`src/rtl/drum_note_recorder_pkg.sv`:
```
// -----------------------------------------------------------------------------
// drum_note_recorder_pkg
//   Shared definitions for the drum note memory format. Both the recorder
//   (writer) and the playback path (reader) import this package.
//
//   Event word layout: {delta[TS_W-1:0], note[NOTE_W-1:0]}
//     note 0..3 = drum pad, NOTE_END = end-of-take marker.
// -----------------------------------------------------------------------------
package drum_note_recorder_pkg;

    localparam int NOTE_W    = 3;   // width of the note field in an event word
    localparam int DRUM_KEYS = 4;   // number of drum pads (F, G, H, J)

    localparam logic [NOTE_W-1:0] DRUM_TOPLEFT = 3'd0;
    localparam logic [NOTE_W-1:0] DRUM_BASS    = 3'd1;
    localparam logic [NOTE_W-1:0] DRUM_MIDDLE  = 3'd2;
    localparam logic [NOTE_W-1:0] DRUM_CYMBAL  = 3'd3;
    localparam logic [NOTE_W-1:0] NOTE_END     = 3'b111;

    typedef enum logic [1:0] {
        ST_IDLE,
        ST_REC,
        ST_FLUSH,
        ST_END
    } rec_state_t;

    // Lowest set pad in a press mask, as a note code. An empty mask yields
    // DRUM_CYMBAL, so callers must qualify the result with mask != 0.
    function automatic logic [NOTE_W-1:0] lowest_note(input logic [DRUM_KEYS-1:0] mask);
        if (mask[0])      return DRUM_TOPLEFT;
        else if (mask[1]) return DRUM_BASS;
        else if (mask[2]) return DRUM_MIDDLE;
        else              return DRUM_CYMBAL;
    endfunction

endpackage

```
`src/rtl/drum_note_recorder_tick.sv`:
```
// -----------------------------------------------------------------------------
// tick_prescaler
//   Divides clk down to the timestamp tick. Counts 0 .. TICK_DIV-1 and
//   asserts tick for the one cycle in which the count wraps.
//
//   Ports:
//     clk    - system clock
//     resetn - synchronous active-low reset
//     clear  - restart the count from 0 (no tick in that cycle)
//     tick   - one-cycle pulse every TICK_DIV cycles
// -----------------------------------------------------------------------------
module tick_prescaler #(
    parameter int TICK_DIV = 500_000
) (
    input  logic clk,
    input  logic resetn,
    input  logic clear,
    output logic tick
);

    localparam int               CNT_W = $clog2(TICK_DIV);
    localparam logic [CNT_W-1:0] LAST  = CNT_W'(TICK_DIV - 1);

    logic [CNT_W-1:0] cnt;

    // NOTE: reset is synchronous here, so it lives inside the clocked branch
    // and is only seen on a rising clk edge.
    always_ff @(posedge clk) begin
        if (!resetn) begin
            cnt <= '0;
        end else if (clear || cnt == LAST) begin
            cnt <= '0;
        end else begin
            cnt <= cnt + CNT_W'(1);
        end
    end

    assign tick = (cnt == LAST) && !clear;

endmodule

```
`src/rtl/drum_note_recorder.sv`:
```
// -----------------------------------------------------------------------------
// drum_note_recorder
//   Records drum-pad presses during a take as time-stamped note events in the
//   drum note memory, one event per word, closed by an end marker.
//
//   Ports:
//     clk, resetn     - clock, synchronous active-low reset
//     recordEnable    - high while the system is in its record state
//     drumKeys[3:0]   - pad levels, bit0=F .. bit3=J (notes 0..3)
//     memWriteEnable  - one-cycle write strobe
//     memAddress      - write address
//     memWriteData    - {delta, note}
//     eventCount      - events written in the current take (marker excluded)
//     full            - note slots exhausted, further presses dropped
//     recordDone      - one-cycle pulse with the end-marker write
// -----------------------------------------------------------------------------
module drum_note_recorder
    import drum_note_recorder_pkg::*;
#(
    parameter int ADDR_W   = 8,
    parameter int TS_W     = 16,
    parameter int TICK_DIV = 500_000
) (
    input  logic                     clk,
    input  logic                     resetn,
    input  logic                     recordEnable,
    input  logic [DRUM_KEYS-1:0]     drumKeys,
    output logic                     memWriteEnable,
    output logic [ADDR_W-1:0]        memAddress,
    output logic [TS_W+NOTE_W-1:0]   memWriteData,
    output logic [ADDR_W-1:0]        eventCount,
    output logic                     full,
    output logic                     recordDone
);

    // The top address is reserved for the end marker.
    localparam logic [ADDR_W-1:0] LAST_SLOT = '1;
    localparam logic [TS_W-1:0]   DELTA_MAX = '1;

    rec_state_t           state, state_next;
    logic [DRUM_KEYS-1:0] key_prev;
    logic [DRUM_KEYS-1:0] pending;
    logic [DRUM_KEYS-1:0] pending_next;
    logic [DRUM_KEYS-1:0] rise;
    logic [DRUM_KEYS-1:0] req;
    logic [DRUM_KEYS-1:0] svc_mask;
    logic [NOTE_W-1:0]    svc_note;
    logic [TS_W-1:0]      delta_cnt;
    logic [ADDR_W-1:0]    addr;
    logic                 do_write;
    logic                 start_take;
    logic                 tick;

    tick_prescaler #(
        .TICK_DIV (TICK_DIV)
    ) u_tick (
        .clk    (clk),
        .resetn (resetn),
        .clear  (start_take),
        .tick   (tick)
    );

    // NOTE: every signal assigned in this block gets a default first, so no
    // path leaves one unassigned and no latch is inferred.
    always_comb begin
        rise         = drumKeys & ~key_prev;
        req          = pending;
        do_write     = 1'b0;
        pending_next = '0;
        start_take   = (state == ST_IDLE) && recordEnable;
        state_next   = state;

        // New presses only join the queue while the take is live.
        if (state == ST_REC) begin
            req = pending | rise;
        end

        svc_note = lowest_note(req);
        svc_mask = 4'b0001 << svc_note;

        // Once full, whatever is queued is dropped instead of serviced.
        if ((state == ST_REC || state == ST_FLUSH) && !full) begin
            pending_next = req & ~svc_mask;
            do_write     = (req != '0);
        end

        case (state)
            ST_IDLE:  if (recordEnable) state_next = ST_REC;
            // Decided on the mask after this cycle's service, so a press
            // landing in the same cycle as the stop is still flushed.
            ST_REC:   if (!recordEnable)
                          state_next = (pending_next != '0) ? ST_FLUSH : ST_END;
            ST_FLUSH: if (pending_next == '0) state_next = ST_END;
            ST_END:   state_next = ST_IDLE;
            default:  state_next = ST_IDLE;
        endcase
    end

    always_ff @(posedge clk) begin
        if (!resetn) state <= ST_IDLE;
        else         state <= state_next;
    end

    // NOTE: clocked state uses non-blocking assignments so every register
    // samples the pre-edge values regardless of statement order.
    always_ff @(posedge clk) begin
        if (!resetn) begin
            key_prev       <= '0;
            pending        <= '0;
            delta_cnt      <= '0;
            addr           <= '0;
            eventCount     <= '0;
            full           <= 1'b0;
            memWriteEnable <= 1'b0;
            memAddress     <= '0;
            memWriteData   <= '0;
            recordDone     <= 1'b0;
        end else begin
            memWriteEnable <= 1'b0;
            recordDone     <= 1'b0;

            if (start_take) begin
                addr       <= '0;
                eventCount <= '0;
                full       <= 1'b0;
                pending    <= '0;
                delta_cnt  <= '0;
                // Pads already held at entry must not count as presses.
                key_prev   <= drumKeys;
            end

            if (state == ST_REC) begin
                key_prev <= drumKeys;
            end

            if (state == ST_REC || state == ST_FLUSH) begin
                pending <= pending_next;
                if (do_write) begin
                    memWriteEnable <= 1'b1;
                    memAddress     <= addr;
                    memWriteData   <= {delta_cnt, svc_note};
                    addr           <= addr + ADDR_W'(1);
                    eventCount     <= eventCount + ADDR_W'(1);
                    if (eventCount + ADDR_W'(1) == LAST_SLOT) full <= 1'b1;
                    // A tick in the write cycle belongs to the next interval.
                    delta_cnt      <= tick ? TS_W'(1) : '0;
                end else if (tick && delta_cnt != DELTA_MAX) begin
                    delta_cnt <= delta_cnt + TS_W'(1);
                end
            end

            if (state == ST_END) begin
                memWriteEnable <= 1'b1;
                memAddress     <= addr;
                memWriteData   <= {delta_cnt, NOTE_END};
                recordDone     <= 1'b1;
            end
        end
    end

endmodule

```
`config.mk`:
```
export PLATFORM = sky130hd
export DESIGN_NAME = drum_note_recorder
export DESIGN_NICKNAME = d
export VERILOG_FILES = /design/src/rtl/drum_note_recorder_pkg.sv /design/src/rtl/drum_note_recorder_tick.sv /design/src/rtl/drum_note_recorder.sv
export SDC_FILE = /design/constraint.sdc
export NUM_CORES = 1
export LEC_CHECK = 0
export ABC_CLOCK_PERIOD_IN_PS = 2500
export CAP_MARGIN = 20
export CORE_UTILIZATION = 26
export DETAILED_ROUTE_END_ITERATION = 8
export HOLD_SLACK_MARGIN = 0.15
export MAX_ROUTING_LAYER = met4
export PLACE_DENSITY = 0.52
export SETUP_SLACK_MARGIN = 0.3
export SLEW_MARGIN = 5
export SYNTH_ARGS = -nofsm -noshare
export SYNTH_HDL_FRONTEND = slang
export SYNTH_SLANG_ARGS = --single-unit
```
`constraint.sdc`:
```
create_clock -name clk -period 2.5 [get_ports clk]
set_input_delay 0.5 -clock clk [delete_from_list [all_inputs] [get_ports clk]]
set_output_delay 0.5 -clock clk [all_outputs]
set_load 0.1 [all_outputs]
```
==> metrics.yaml <==
die:
  fp.coreArea_um2: 16100
  rows: 46
  io_pins: 45
  initial_utilization_pct: 26.9
  die_h_um: 131
  die_area_um2: 17200
  dieWidth_um: 131
drt:
  viasPerCell: 4.91
  ant_nets: 0
  drtPass1Iterations: 4
  post_drt_wl_per_cell_um: 13.5
  first_iter_violations: 237
  route.detailed.drc: 0
  vias: 3776
  finalWirelength_um: 10300
clock_tree:
  htree_num_levels: 3
  clockBufferDepth: 2
  clk_pin_slew_worst_paths_ns: 0.06
  cts.sinks: 91
  cts_root_buffer: "clkbuf_16"
  worstSkewPairLatency_ns: 0.34
  cts_tree: "done"
  cts_hold_buffers: 0
  cts_made_buffers: 9
yosys:
  syn_area_um2: 4340
  synth_edf_count: 0
  syn_inst: 500
  avgSynthCellArea_um2: 8.68
  synth_nets: 517
  synth_ff_type: "dfxtp_1"
  yosys_warnings: 0
  async_flop_share_pct: 0
  ys_seq_elements: 91
  yosysSeqAreaShare_pct: 42.0
  ys_types: 57
placed_design:
  portBuffers: 44
  place.detailed.hpwl_um: 7140
  routabilityCongestion: 0.782
  placed_area_um2: 5010
  dpl.cell_count: 751
timing:
  hold_viol_final: 0
  grt_setup_unrepaired: "false"
  setup_violations: 0
  skew_ns: 0.00557
  fmax_mhz: 477
  finalSetupTns_ns: 0
  fin_crit_ns: 2.10
  tightest_slew_ns: 0.805
  min_period_over_period_pct: 83.8
  finalMaxSlewViolations: 0
  slew-limit-headroom_pct: 45.9
worst_setup_path:
  cp.arrival_ns: 2.33
  max_stage_delay_ns: 0.37
  reg2reg_depth: 8
  r2r_slack_ns: 0.40
  critPathTopFamily: "compound AO/OA/AOI/OAI gates"
  cp_cell_sequence: "inv_2 -> ha_4 -> and3b_1 -> nor4_4 -> buf_4 -> a21oi_1 -> a31o_2 -> o221a_2"
  worst_setup_path_start_kind: "flop"
  cp.required_ns: 2.73
  r2r-end: "state[0]"
  crit_type: "flop to flop"
  crit_path_end_kind: "flop"
  worst_path_max_delay_cell: "dfxtp_2"
  crit_buf_inv: 2
  r2r_start: "state[1]"
  path_max_fanout: 7
  crit_cells: 8
final_layout:
  mostFrequentLayoutCell: "dfxtp_1"
  stdcell_count: 769
  drive_gt1_share_pct: 17.5
  postLayoutCellArea_um2: 5360
  syn2layout_area_growth_pct: 23.6
  fill_cells: 1712
  num_antenna_cells: 0
  fin_nets: 566
  layout_common_cells: "dfxtp_1, nand2_1, buf_4, nor2_1, nand3_1"
pwr:
  power.total_mw: 4.64
  peakVddDrop_v: 0.000444
  static-leakage-power_nw: 1.88
  power_density_nw_per_um2: 865
global_routing:
  grt_usage_pct: 12.5
  grt_pass1_vias: 3535
  gr-total-overflow: 0
  grt_max_degree: 34
  grt_pass1_wl_um: 17000
  antenna_found_initial: 0
job:
  cap_violations: 0
hold_path:
  min_to: "memAddress[7]"
  hp-class: "flop to flop"
  whs_path_depth: 2
  hp-start: "memAddress[7]"
outcome:
  status: "finished, final reports clean"
## cell type report
type | count | area, um2 | area share, %
clock inverter | 2 | 35.0 | 0.653
multi-input combinational | 372 | 2390 | 44.6
inverter | 9 | 33.8 | 0.630
sequential | 91 | 1830 | 34.1
clock buffer | 13 | 260 | 4.85
tap | 216 | 270 | 5.04
timing repair buffer | 66 | 543 | 10.1
## worst max-delay path by stage
stage | slack, ns | startpoint | to
6_report | 0.40 | state[1] | state[0]
5_1_grt | 0.29 | state[0] | memWriteData[7]
3_3_place_gp | 0.05 | drumKeys[3] | delta_cnt[5]
2_1_floorplan | 0.23 | state[0] | memAddress[0]
3_5_place_dp | 0.05 | drumKeys[3] | delta_cnt[3]
4_1_cts | 0.35 | state[1] | delta_cnt[13]
## routing by layer
metal | global-route usage [%] | routed length [um] | vias up
met5 | - | 0 | -
met2 | 18.7 | 4630 | 86
li1 | - | - | 1894
met1 | 15.3 | 4960 | 1780
met4 | 6.54 | 219 | 0
met3 | 3.36 | 536 | 16
## what timing repair did
item,CTS,global route
pin swaps,1,2
gates cloned,0,1
setup buffers,1,1
resized for setup,5,8
setup endpoints to repair,57,51
## power breakdown
group / switching [mW] / total [mW] / internal [mW]
clock: 0.535 / 1.36 / 0.823
sequential: 0.0658 / 1.59 / 1.53
combinational: 1.07 / 1.69 / 0.624
total: 1.67 / 4.64 / 2.97
## sequential cells by signal (all words and copies together), names as in the netlist, 2 cells and up
signal        flops
addr              8
delta_cnt        16
eventCount        8
key_prev          4
memAddress        8
memWriteData     19
pending           4
state             2
u_tick.cnt       19
## worst min-delay path, cell delays in order (launching register included)
cell     delay [ns]
dfxtp_1        0.31
nand2_1        0.05
mux2i_1        0.05
## cell families (layout without fill, tap and decap cells)
group	Yosys count	in the layout	share of synthesized area, %
buf+inv	38	90	3.95
mux	31	31	7.18
compound gates	82	82	13.1
flops	91	91	42.0
fa+ha+maj	10	10	2.88
xor+xnor	21	21	4.24
simple gates	227	228	26.6
## per-stage QoR
| stage | util (%) | worst slack, ns | hold WS (ns) |
|---|---|---|---|
| 2_1_floorplan | - | 0.231 | 0.430 |
| 3_3_place_gp | 31.1 | 0.0523 | 0.446 |
| 3_5_place_dp | 31.1 | 0.0493 | 0.452 |
| 4_1_cts | 33.0 | 0.347 | 0.460 |
| 5_1_grt | 33.3 | 0.294 | 0.483 |
| 6_report | 33.3 | 0.404 | 0.455 |
## synth_stat cells (10+ instances only)
library cell	n	area, um2
ha_1	10	125
and3_1	11	68.8
nand2_1	76	285
dfxtp_1	91	1820
mux2i_1	30	300
a21oi_1	30	150
nand3_1	37	185
xnor2_1	10	87.6
nor2_1	38	143
or4_1	14	105
xor2_1	11	96.3
clkbuf_1	16	60.1
Note: power is estimated with default switching activity, not from simulation.
